`src/rtl/datamem_param_im.sv`:
```
// Byte-lane data RAM for the RV32IM AES core: registered read, request error flagging and a post-reset clear.
// Define DMEM_AES_PRELOAD_EN to load the AES test block into words 4..7 after the clear (needs ADDR_W>=3).
module datamem_param_im #(
  parameter int ADDR_W = 5,
  parameter int DATA_W = 32
) (
  input  logic                  clk,
  input  logic                  clrn,
  input  logic                  req,
  input  logic [DATA_W/8-1:0]   we,
  input  logic [31:0]           addr,
  input  logic [DATA_W-1:0]     datain,
  output logic [DATA_W-1:0]     dataout,
  output logic                  rvalid,
  output logic                  err,
  output logic                  busy
);
  localparam int LANES = DATA_W / 8;
  localparam int DEPTH = 1 << ADDR_W;

  typedef enum logic [1:0] {
    S_CLEAR   = 2'd0,
`ifdef DMEM_AES_PRELOAD_EN
    S_PRELOAD = 2'd1,
`endif
    S_IDLE    = 2'd2
  } state_t;

  state_t              r_state;
  logic [ADDR_W-1:0]   r_clr_ptr;
  logic                r_busy;
  logic                r_rvalid;
  logic                r_err;
  logic [DATA_W-1:0]   r_dataout;
  logic [DATA_W-1:0]   r_ram [DEPTH];
`ifdef DMEM_AES_PRELOAD_EN
  logic [1:0]          r_pre_cnt;
`endif

  logic [ADDR_W-1:0]   w_idx;
  logic                w_oor;
  logic                w_we_ok;
  logic                w_accept;
  logic                w_is_rd;
  logic                w_wr_ok;
  logic [LANES-1:0]    w_wr_en;
  logic [ADDR_W-1:0]   w_wr_idx;
  logic [DATA_W-1:0]   w_wr_data;

  // Legal enables: one lane, an aligned lane pair, or every lane.
  function automatic logic f_we_legal(input logic [LANES-1:0] we_v);
    logic [LANES-1:0] pair;
    logic             ok;
    pair = LANES'(3);
    ok   = (we_v == {LANES{1'b1}}) || $onehot(we_v);
    for (int k = 0; k < LANES / 2; k++)
      if (we_v == (pair << (2 * k))) ok = 1'b1;
    return ok;
  endfunction

`ifdef DMEM_AES_PRELOAD_EN
  function automatic logic [DATA_W-1:0] f_preload(input logic [1:0] k);
    logic [DATA_W-1:0] v;
    v = '0;
    for (int j = 0; j < LANES && j < 4; j++)
      v[8*j +: 8] = 8'(4 * int'(k) + j + 1);
    return v;
  endfunction
`endif

  assign w_idx    = addr[ADDR_W+1:2];
  assign w_oor    = (addr >> (ADDR_W + 2)) != 32'd0;
  assign w_we_ok  = f_we_legal(we);
  assign w_accept = req && (r_state == S_IDLE);
  assign w_is_rd  = (we == '0);
  assign w_wr_ok  = w_accept && !w_is_rd && !w_oor && w_we_ok;

  // The single write port is shared by the clear/preload sequencer and the CPU.
  always_comb begin
    w_wr_en   = '0;
    w_wr_idx  = w_idx;
    w_wr_data = datain;
    case (r_state)
      S_CLEAR: begin
        w_wr_en   = '1;
        w_wr_idx  = r_clr_ptr;
        w_wr_data = '0;
      end
`ifdef DMEM_AES_PRELOAD_EN
      S_PRELOAD: begin
        w_wr_en   = '1;
        w_wr_idx  = ADDR_W'(32'd4 + 32'(r_pre_cnt));
        w_wr_data = f_preload(r_pre_cnt);
      end
`endif
      default: if (w_wr_ok) w_wr_en = we;
    endcase
  end

  always_ff @(posedge clk) begin
    for (int i = 0; i < LANES; i++)
      if (w_wr_en[i]) r_ram[w_wr_idx][8*i +: 8] <= w_wr_data[8*i +: 8];
  end

  always_ff @(posedge clk or negedge clrn) begin
    if (!clrn) begin
      r_state   <= S_CLEAR;
      r_clr_ptr <= '0;
      r_busy    <= 1'b1;
      r_dataout <= '0;
      r_rvalid  <= 1'b0;
      r_err     <= 1'b0;
`ifdef DMEM_AES_PRELOAD_EN
      r_pre_cnt <= '0;
`endif
    end else begin
      r_rvalid <= 1'b0;
      r_err    <= 1'b0;
      case (r_state)
        S_CLEAR: begin
          r_clr_ptr <= r_clr_ptr + 1'b1;
          if (r_clr_ptr == ADDR_W'(DEPTH - 1)) begin
`ifdef DMEM_AES_PRELOAD_EN
            r_state   <= S_PRELOAD;
            r_pre_cnt <= '0;
`else
            r_state   <= S_IDLE;
            r_busy    <= 1'b0;
`endif
          end
        end
`ifdef DMEM_AES_PRELOAD_EN
        S_PRELOAD: begin
          r_pre_cnt <= r_pre_cnt + 1'b1;
          if (r_pre_cnt == 2'd3) begin
            r_state <= S_IDLE;
            r_busy  <= 1'b0;
          end
        end
`endif
        S_IDLE: begin
          if (w_accept) begin
            if (w_is_rd) begin
              r_rvalid  <= 1'b1;
              r_err     <= w_oor;
              r_dataout <= w_oor ? '0 : r_ram[w_idx];
            end else if (w_oor || !w_we_ok) begin
              r_err <= 1'b1;
            end
          end
        end
        default: begin
          r_state   <= S_CLEAR;
          r_clr_ptr <= '0;
          r_busy    <= 1'b1;
        end
      endcase
    end
  end

  assign dataout = r_dataout;
  assign rvalid  = r_rvalid;
  assign err     = r_err;
  assign busy    = r_busy;
endmodule

```
`config.mk`:
```
export PLATFORM = sky130hd
export DESIGN_NAME = datamem_param_im
export DESIGN_NICKNAME = d
export VERILOG_FILES = /design/src/rtl/datamem_param_im.sv
export SDC_FILE = /design/constraint.sdc
export NUM_CORES = 1
export LEC_CHECK = 0
export BUFFER_PORTS_ARGS = -buffer_cell sky130_fd_sc_hd__buf_2
export CORE_MARGIN = 1
export CORE_UTILIZATION = 45
export DETAILED_ROUTE_END_ITERATION = 10
export GPL_TIMING_DRIVEN = 0
export PLACE_DENSITY_LB_ADDON = 0.25
export REMOVE_ABC_BUFFERS = 1
export SLEW_MARGIN = 15
export SYNTH_ARGS = -nofsm -noshare
export SYNTH_HDL_FRONTEND = slang
export SYNTH_SLANG_ARGS = --single-unit
```
`constraint.sdc`:
```
create_clock -name clk -period 5.4 [get_ports clk]
set_input_delay 0.54 -clock clk [delete_from_list [all_inputs] [get_ports clk]]
set_output_delay 0.54 -clock clk [all_outputs]
set_load 0.1 [all_outputs]
```
# Yosys cells after proc, flatten, opt, wreduce, memory -nomap -nowiden

Memory sizes are Yosys's and may differ from the RTL's.
Cells that the tools add are included.

Register bits after elaboration: 42
Memory bits (writable): 1024
Input bits: 71
Output and inout port bits: 35
Word-level logic and storage cells: 60
Memories: 1

$add $sub $neg: 4
Eq/ne operators: 7
Multiplexer cells: 27
Bitwise gates (word level): 1
Reduce and logical (&&, ||, !) cells: 14

Memories:

| memory | depth | bits a word | rd ports | clocked after Yosys merged registers in | write ports | line | RTL |
|---|---|---|---|---|---|---|---|
| r_ram  | 32    | 32          | 1        | 0                                       | 1           | 35   | `logic [DATA_W-1:0] r_ram [DEPTH];` |

Operators by type and width:

| operator                                            | number |
|---|---|
| 2-to-1 mux 32 bit                                   | 2 |
| nonzero test 32 bit                                 | 1 |
| 2-to-1 mux 1 bit                                    | 18 |
| case mux 5 bit (2 select lines)                     | 1 |
| equality test 4 bit, second input constant          | 2 |
| 2-to-1 mux 4 bit                                    | 2 |
| adder 5 x 1 -> 5 bit, second input constant         | 1 |
| equality test 5 bit, second input constant          | 1 |
| 2-to-1 mux 5 bit                                    | 1 |
| adder 1 x 1 -> 2 bit                                | 2 |
| equality test 4 x 2 -> 1 bit, second input constant | 1 |
| logical AND 1 bit                                   | 4 |
| logical NOT 4 bit                                   | 1 |
| case mux 2 bit (2 select lines)                     | 1 |
| adder 2 x 2 -> 3 bit                                | 1 |
| equality test 3 x 1 -> 1 bit, second input constant | 1 |
| logical NOT 1 bit                                   | 3 |
| AND reduction 3 bit                                 | 1 |
| equality test 2 bit, second input constant          | 1 |
| logical NOT 2 bit                                   | 1 |
| logical OR 1 bit                                    | 2 |
| 2-to-1 mux 2 bit                                    | 1 |
| inequality test 2 bit, second input constant        | 1 |
| case mux 1 bit (2 select lines)                     | 1 |
| other kinds (2)                                     | 2 |

# Depth between registers and ports, before layout

Gate-level depths: netlist of run 1.

Depth in word-level cells: 12
Mapped depth: 11
Gate-level depth less buffers: 10

# Worst setup path after synthesis of run 1

Ideal clock, no wire load.

Path kind: input-to-reg
Start point: input we[0]
End point: memory r_ram[11][16] (enable)
Setup time: 0.383 ns
Data arrival time: 3.297 ns
Required time: 5.017 ns
Path slack: 1.720 ns
Stages: 11
Buffers on the path: 1
Cells stage by stage: inv_1 fa_1 inv_1 ha_1 ha_1 nor2_1 nand2_1 a221oi_1 a31oi_1 clkbuf_1 nor3_1

Word-level cells in the longest chain between the ends: 11
Elaborated cells on any way between the ends: 18
Those cells by class: 2 x add/sub; 4 x eq/ne; 6 x mux; 6 x reduce/logical

Ends and longest elaborated chain:

| element                                    | line | RTL |
|---|---|---|
| from (decl)                                | 10   | `input logic [DATA_W/8-1:0] we,` |
| adder 1 x 1 -> 2 bit (implied by the code) | 55   | `ok = (we_v == {LANES{1'b1}}) \|\| $onehot(we_v);` |
| adder 2 x 2 -> 3 bit (implied by the code) | 55   |  |
| equality test 3 x 1 -> 1 bit               | 55   |  |
| logical OR 1 bit                           | 55   |  |
| 2-to-1 mux 1 bit (2 in a row)              | 57   | `if (we_v == (pair << (2 * k))) ok = 1'b1;` |
| logical AND 1 bit (*)                      | 76   | `assign w_wr_ok = w_accept && !w_is_rd && !w_oor && w_we_ok;` |
| 2-to-1 mux 4 bit (*)                       | 96   | `default: if (w_wr_ok) w_wr_en = we;` |
| 2-to-1 mux 4 bit (*)                       | 83   | `case (r_state)` |
| 2-to-1 mux 1 bit (*)                       | 102  | `if (w_wr_en[i]) r_ram[w_wr_idx][8*i +: 8] <= w_wr_data[8*i +: 8];` |
| 2-to-1 mux 1 bit (implied by the code) (*) | 102  |  |
| to (decl)                                  | 35   |  |

Every way passes the cells marked *; elsewhere a longest branch is shown, timed or not.

# Final worst setup path of run 1

Start point: input we[1]
End point: memory r_ram[22][7] (enable)

The elaborated chain is that of the path after synthesis.

==> impl_metrics.toml, run 1 <==
[floorplanning]
io_pins = 106
num_rows = 111
start_util = 0.456
die_y_microns = 307
die-width_microns = 307
fp.coreArea_sq_um = 91900
die_area_sq_um = 94300

[grt]
grt_pass1_vias = 21400
grt_usage = 0.215
overflow = 0
grt_max_degree = 81
grt_pass1_wl_microns = 146000
antenna_found_initial = 4

[placed_design]
hpwl_microns = 61400
dp.cells = 3342
io_buffers = 103
placed_cell_area_sq_um = 45000
place_ws_ps = 373
gp_congestion = 0.789

[finish]
fill_cells = 7135
layout-drive-gt1-share = 0.319
final_area_sq_um = 48500
final_nets = 2281
num_antenna_cells = 0
final_cells = 3531
syn_to_final_growth_pct = 15.8

[flow_run]
cap_viol_max_count = 0

[yosys]
ys_seq_area_frac = 0.759
yosysWarnings = 0
synth_top_area_frac = 0.734
async_reset_ff_frac = 0.0385
synth_edf_count = 1024
synth_seq_cells = 1065
netlist_instances = 2072
post_synth.cell_area_avg_sq_um = 20.2
yosysTopAreaCell = "edfxtp_1"
dominantRegCellSynth = "edfxtp_1"
synth_cell_types = 48
netlist_area_sq_um = 41900
synthTopCellsByArea = "edfxtp_1 (73%), mux4_2 (12%), mux2i_1 (2.4%)"

[drt]
drc = 0
drt_iter0_markers = 2042
wl_microns = 100000
vias_per_cell = 5.91
num_vias = 20900
drtPass1Iterations = 5
wl_per_cell_microns = 28.3
postRouteAntennaNets = 0

[clocking]
cts.path.max_buffers = 3
cts-hold-fix-buffers = 1
clkTransAtPathRegs_ps = 60
cts_tree = "built"
cts.sinks = 1065
cts_setup_buffers = 0
cts_resized = 0
cts-buffers-inserted = 99
root_buffer = "clkbuf_16"
clk_latency_ps = 670
htree_levels = 3

[setup_path]
reg2regPathDepth = 7
crit_path_end_kind = "flop"
start_kind = "input pin"
worst_r2r_endpoint = "r_ram[22][7]"
cp.arrival_ps = 4490
regToRegStartpoint = "r_state[1]"
reg2reg_slack_ps = 1410
crit_fanout = 18
critical_path_required_ps = 5680
crit_type = "in -> reg"

[sta]
fmax_mhz = 238
finClkSkew_ps = 20.5
rsz0062_at_grt = "false"
fin_crit_sh = 0.779
whs_ps = 321
finalMaxSlewViolations = 0
maxSlewHeadroom = 0.141
fin_crit_ps = 4210
worstMarginPinSlew_ps = 1280
setup_ws_ps = 1190
setup_viol = 0
hold_viol = 0

[power_and_ir_drop]
leakage_nw = 15.4
fin_total_pwr_mw = 17.1
powerDensity_nw_per_um2 = 353
vdd_ir_drop_max_mv = 0.256

[hold_path]
hold_class = "in -> async"

[status]
outcome = "finished clean"
## per-layer routing
layer | up-vias | global-route usage | share of wire | routed length (microns)
met3 | 144 | 0.0408 | 0.074 | 7440
met2 | 809 | 0.352 | 0.49 | 49400
met1 | 11000 | 0.298 | 0.41 | 41000
met5 | - | 0 | 0.00050 | 50
met4 | 8 | 0.0574 | 0.021 | 2150
li1 | 8886 | - | - | -
## cells in the final DEF, fill, tap and decap left out, drive strengths merged, types with 37 or more instances in the layout
master,Yosys,routed
mux2i,102,102
buf,77,167
o21ai,58,58
dfrtp,40,40
nor3,132,132
mux4,224,224
clkbuf,61,128
clkinv,0,37
edfxtp,1024,1024
nand2,86,86
## where the power goes
group / internal [mW] / total (mW) / switching [mW]
clock: 4.28 / 7.28 / 3.00
combinational: 0.296 / 0.801 / 0.505
sequential: 9.05 / 9.05 / 0.000339
## flip-flops by register name, indices dropped and copies added (netlist names)
signal	cells
busy	1
r_clr_ptr	5
r_state	1
rvalid	1
err	1
dataout	32
r_ram	1024
## synth_stat cells (9+ instances only)
master	number
a22o_1	27
and2_1	33
buf_2	40
buf_4	28
clkbuf_1	61
dfrtp_1	40
edfxtp_1	1024
inv_1	9
mux2_2	18
mux2i_1	102
mux4_1	9
mux4_2	215
nand2_1	86
nand3_1	28
nand4_1	9
nor2_1	17
nor3_1	132
o21ai_0	28
o21ai_1	30
o221ai_1	22
o22a_1	31
o22ai_1	11
## worst max path at each step
stage	slack [ps]	end	from	cells after the start
4_1_cts	1090	r_ram[30][17]	we[1]	12
3_3_place_gp	-10150	r_ram[22][9]	addr[3]	3
3_5_place_dp	370	r_ram[12][16]	we[1]	12
6_report	1190	r_ram[22][7]	we[1]	13
2_1_floorplan	1090	r_ram[13][10]	addr[8]	5
5_1_grt	1000	r_ram[11][6]	we[1]	13
## worst max-delay path, stage by stage
cell	delay, ps
buf_2	210
inv_1	120
fa_1	530
inv_1	50
ha_1	180
ha_1	280
nor2_1	150
a31oi_1	110
a221oi_1	650
buf_2	290
a31oi_4	300
buf_16	280
nor3_2	760
## cell type report
type | count | area (sq um) | share of cell area
Timing Repair Buffer | 168 | 1590 | 0.0328
Multi-Input combinational cell | 860 | 10100 | 0.209
Tap cell | 1243 | 1560 | 0.0321
Clock buffer | 128 | 2800 | 0.0577
Clock inverter | 58 | 627 | 0.0129
Inverter | 9 | 36.3 | 0.000748
Sequential cell | 1065 | 31800 | 0.655
## stage by stage
stage	TNS, ps	util
5_1_grt	0	0.528
4_1_cts	0	0.527
6_report	0	0.528
3_3_place_gp	-7769170	0.470
3_5_place_dp	0	0.489
2_1_floorplan	0	-
## logic make-up (layout without fill, tap and decap cells)
family | after synthesis | after routing | synth area share
compound gates | 181 | 181 | 0.0311
xor+xnor | 3 | 3 | 0.000628
fa+ha+maj | 7 | 7 | 0.00227
buf+inv | 147 | 363 | 0.0190
flops | 1065 | 1065 | 0.759
mux | 344 | 344 | 0.150
simple gates | 325 | 325 | 0.0378
(Power assumes the default switching activity.)
==> inputs of run 2 (changes only) <==
- ABC_AREA: not set -> 1
- clock period: 5.4 -> 4.13 ns (I/O delays scaled with it)
==> run 2 against run 1 <==
Final area up 4.3%. Highest routed layer is now met4. Combinational power up 56%. Count of clock-buffer cells in the layout up 9. Register-to-register slack worse by 1200 ps. Die area up 9.4%. Synthesized area up 9.5%. Critical path type is now reg -> reg. Via count up 45%. Clock power up 28%. Sequential share of layout area down 2.7 points. Wire length up 17%. Power up 31%. Non-clock buffer count down 44.
==> impl_metrics.toml, run 2 <==
[status]
outcome = "finished clean"

[sta]
maxSlewHeadroom = 0.203
whs_ps = 38.1
worstMarginPinSlew_ps = 1190
finalMaxSlewViolations = 0
setup_viol = 0
tns_ps = 0
rsz0062_at_grt = "true"
fmax_mhz = 253
fin_crit_ps = 3960
finClkSkew_ps = 18.2
hold_viol = 0
fin_crit_sh = 0.959

[finish]
final_nets = 4430
mostFrequentLayoutCells = "nand2_1 (1758), edfxtp_1 (1024), nand3_1 (643)"
regMostFlops = "r_ram"
fill_cells = 8761
final_core_util = 0.503
largest_reg_flops = 1024
layout_commonest_cell = "nand2_1"
syn_to_final_growth_pct = 10.4
layout-drive-gt1-share = 0.0675
multi_input_area_sq_um = 11300
seq_area_sq_um = 31800

[floorplanning]
start_util = 0.456
die_y_microns = 321
die-width_microns = 321
io_pins = 106
fp.coreArea_sq_um = 101000
num_rows = 116
die_area_sq_um = 103000

[yosys]
post_synth.cell_area_avg_sq_um = 10.5
synth-simple-area-share = 0.223
synth_seq_cells = 1065
yosysTopAreaCell = "edfxtp_1"
ys_seq_area_frac = 0.693
synth_cell_types = 35
yosysMostFrequentCell = "nand2_1"
yosysWarnings = 0
synth_compound_area_frac = 0.0197
dominantRegCellSynth = "edfxtp_1"
synth_edf_count = 1024
synth_top_family_by_area = "simple AND/OR/NAND/NOR gates"
yosys.area_share.xor_xnor = 0.000382
async_reset_ff_frac = 0.0385
ys_top_cells_by_count = "nand2_1 (1758), edfxtp_1 (1024), nand3_1 (643)"
synth_top_area_frac = 0.671
netlist_instances = 4374
netlist_area_sq_um = 45900
synth_mux_area_frac = 0
synthTopCellsByArea = "edfxtp_1 (67%), nand2_1 (14%), nand3_1 (7.0%)"
synth_fa_ha_area_frac = 0.00207

[drt]
vias_per_cell = 5.20
wl_microns = 117000
wl_per_cell_microns = 20.2
drc = 0
drtPass1Iterations = 6
num_vias = 30200
drt_iter0_markers = 3135
postRouteAntennaNets = 0

[grt]
antenna_found_initial = 1
grt_pass1_vias = 28300
overflow = 0
grt_pass1_wl_microns = 176000
grt_usage = 0.226
grt_max_degree = 184

[setup_path]
worst_r2r_endpoint = "r_ram[22][16]"
cp_cell_sequence = "buf_16, nand3_2, nor2_2, nand3_2, a21oi_1"
crit_path_end_kind = "flop"
start_kind = "flop"
slowest_stage = "a21oi_1"
reg2regPathDepth = 5
reg2reg_slack_ps = 170
cp.arrival_ps = 4260
crit_top_cell = "nand3_2"
crit_type = "reg -> reg"
critical_path_required_ps = 4430
regToRegStartpoint = "r_state[1]"
crit_fanout = 61
cp_slowest_stage_delay_ps = 1190

[hold_path]
worstHoldStart = "req"
hold_class = "in -> reg"
worstHoldPathCells = 3
min_to = "err"

[clocking]
clkTransAtPathRegs_ps = 60
root_buffer = "clkbuf_16"
cts.path.max_buffers = 3
cts_tree = "built"
cts.sinks = 1065
clk_latency_ps = 680
cts_setup_buffers = 0
htree_levels = 3
cts-buffers-inserted = 107

[flow_run]
cap_viol_max_count = 0

[placed_design]
hpwl_microns = 64300
gp_congestion = 0.782
io_buffers = 103

[power_and_ir_drop]
leakage_nw = 20.3
powerDensity_nw_per_um2 = 442
vdd_ir_drop_max_mv = 0.310
[run 2: cell count changes after synthesis, sizes merged, moves of 31 or more]
| cell | previous run | this run |
|---|---|---|
| inv | 9 | 384 |
| buf | 77 | 204 |
| mux2i | 102 | 0 |
| o22a | 31 | 0 |
| a21oi | 3 | 131 |
| nand3 | 28 | 648 |
| nand2 | 86 | 1758 |
| and2 | 33 | 0 |
| nor3 | 132 | 1 |
| mux4 | 224 | 0 |
| nor2 | 17 | 79 |
[run 2: how the worst max path moves through the flow]
stage / start / slack (ps) / end
6_report: r_state[1] / 170 / r_ram[22][16]
4_1_cts: r_state[1] / 120 / r_ram[18][9]
2_1_floorplan: r_state[1] / -900 / r_ram[0][0]
3_5_place_dp: we[0] / -470 / r_ram[18][13]
3_3_place_gp: addr[2] / -18860 / dataout[17]
5_1_grt: r_state[1] / -60 / r_ram[21][9]
[run 2: per-stage QoR]
stage	cell area [sq um]	worst slack, ps	power [mW]	instances
after global routing	50600	-56.3	23.0	5802
after CTS	50600	119	22.5	5802
final	50600	170	22.4	5804
after global placement	46700	-18860	13.4	5579
after detailed placement	47300	-467	13.3	5599
after floorplan	44500	-895	12.7	4119
[run 2: logic make-up (layout without fill, tap and decap cells)]
kind of cell / after synthesis / in the layout
compound gates: 171 / 171
xor+xnor: 2 / 2
fa+ha+maj: 7 / 7
buf+inv: 639 / 710
flops: 1065 / 1065
other cells: 0 / 2
simple gates: 2490 / 2490
[run 2: what timing repair did]
action	in CTS	in global routing
hold buffers	1	0
gates resized for setup	0	3
setup endpoints to repair	0	54
hold endpoints to repair	40	0
[run 2: cell type report]
cell class / count / area share
Tap cell: 1357 / 0.0335
Clock buffer: 137 / 0.0562
Multi-Input combinational cell: 2670 / 0.223
Timing Repair Buffer: 124 / 0.0211
Sequential cell: 1065 / 0.628
Clock inverter: 65 / 0.00961
Antenna cell: 2 / 0.0000989
Inverter: 384 / 0.0293
[run 2: where the power goes]
part / switching, mW / internal, mW / total, mW / leakage, nW
combinational: 0.935 / 0.311 / 1.25 / 8.95
clock: 4.06 / 5.23 / 9.29 / 1.62
sequential: 0.000116 / 11.8 / 11.8 / 9.76
total: 5.00 / 17.4 / 22.4 / 20.3
[run 2: layer usage]
metal | vias to the layer above | global-route usage | part of all wire
met3 | 193 | 0.0318 | 0.069
met5 | - | 0 | 0
met2 | 1046 | 0.362 | 0.47
met4 | 0 | 0.0928 | 0.037
li1 | 14500 | - | -
met1 | 14500 | 0.312 | 0.43
[run 2: critical path, delay by kind of cell (launching register included)]
kind / cells / cell delay (ps)
DFF: 1 / 870
buffers and inverters: 1 / 330
and+or+nand+nor: 3 / 1120
AOI/OAI and AO/OA: 1 / 1190
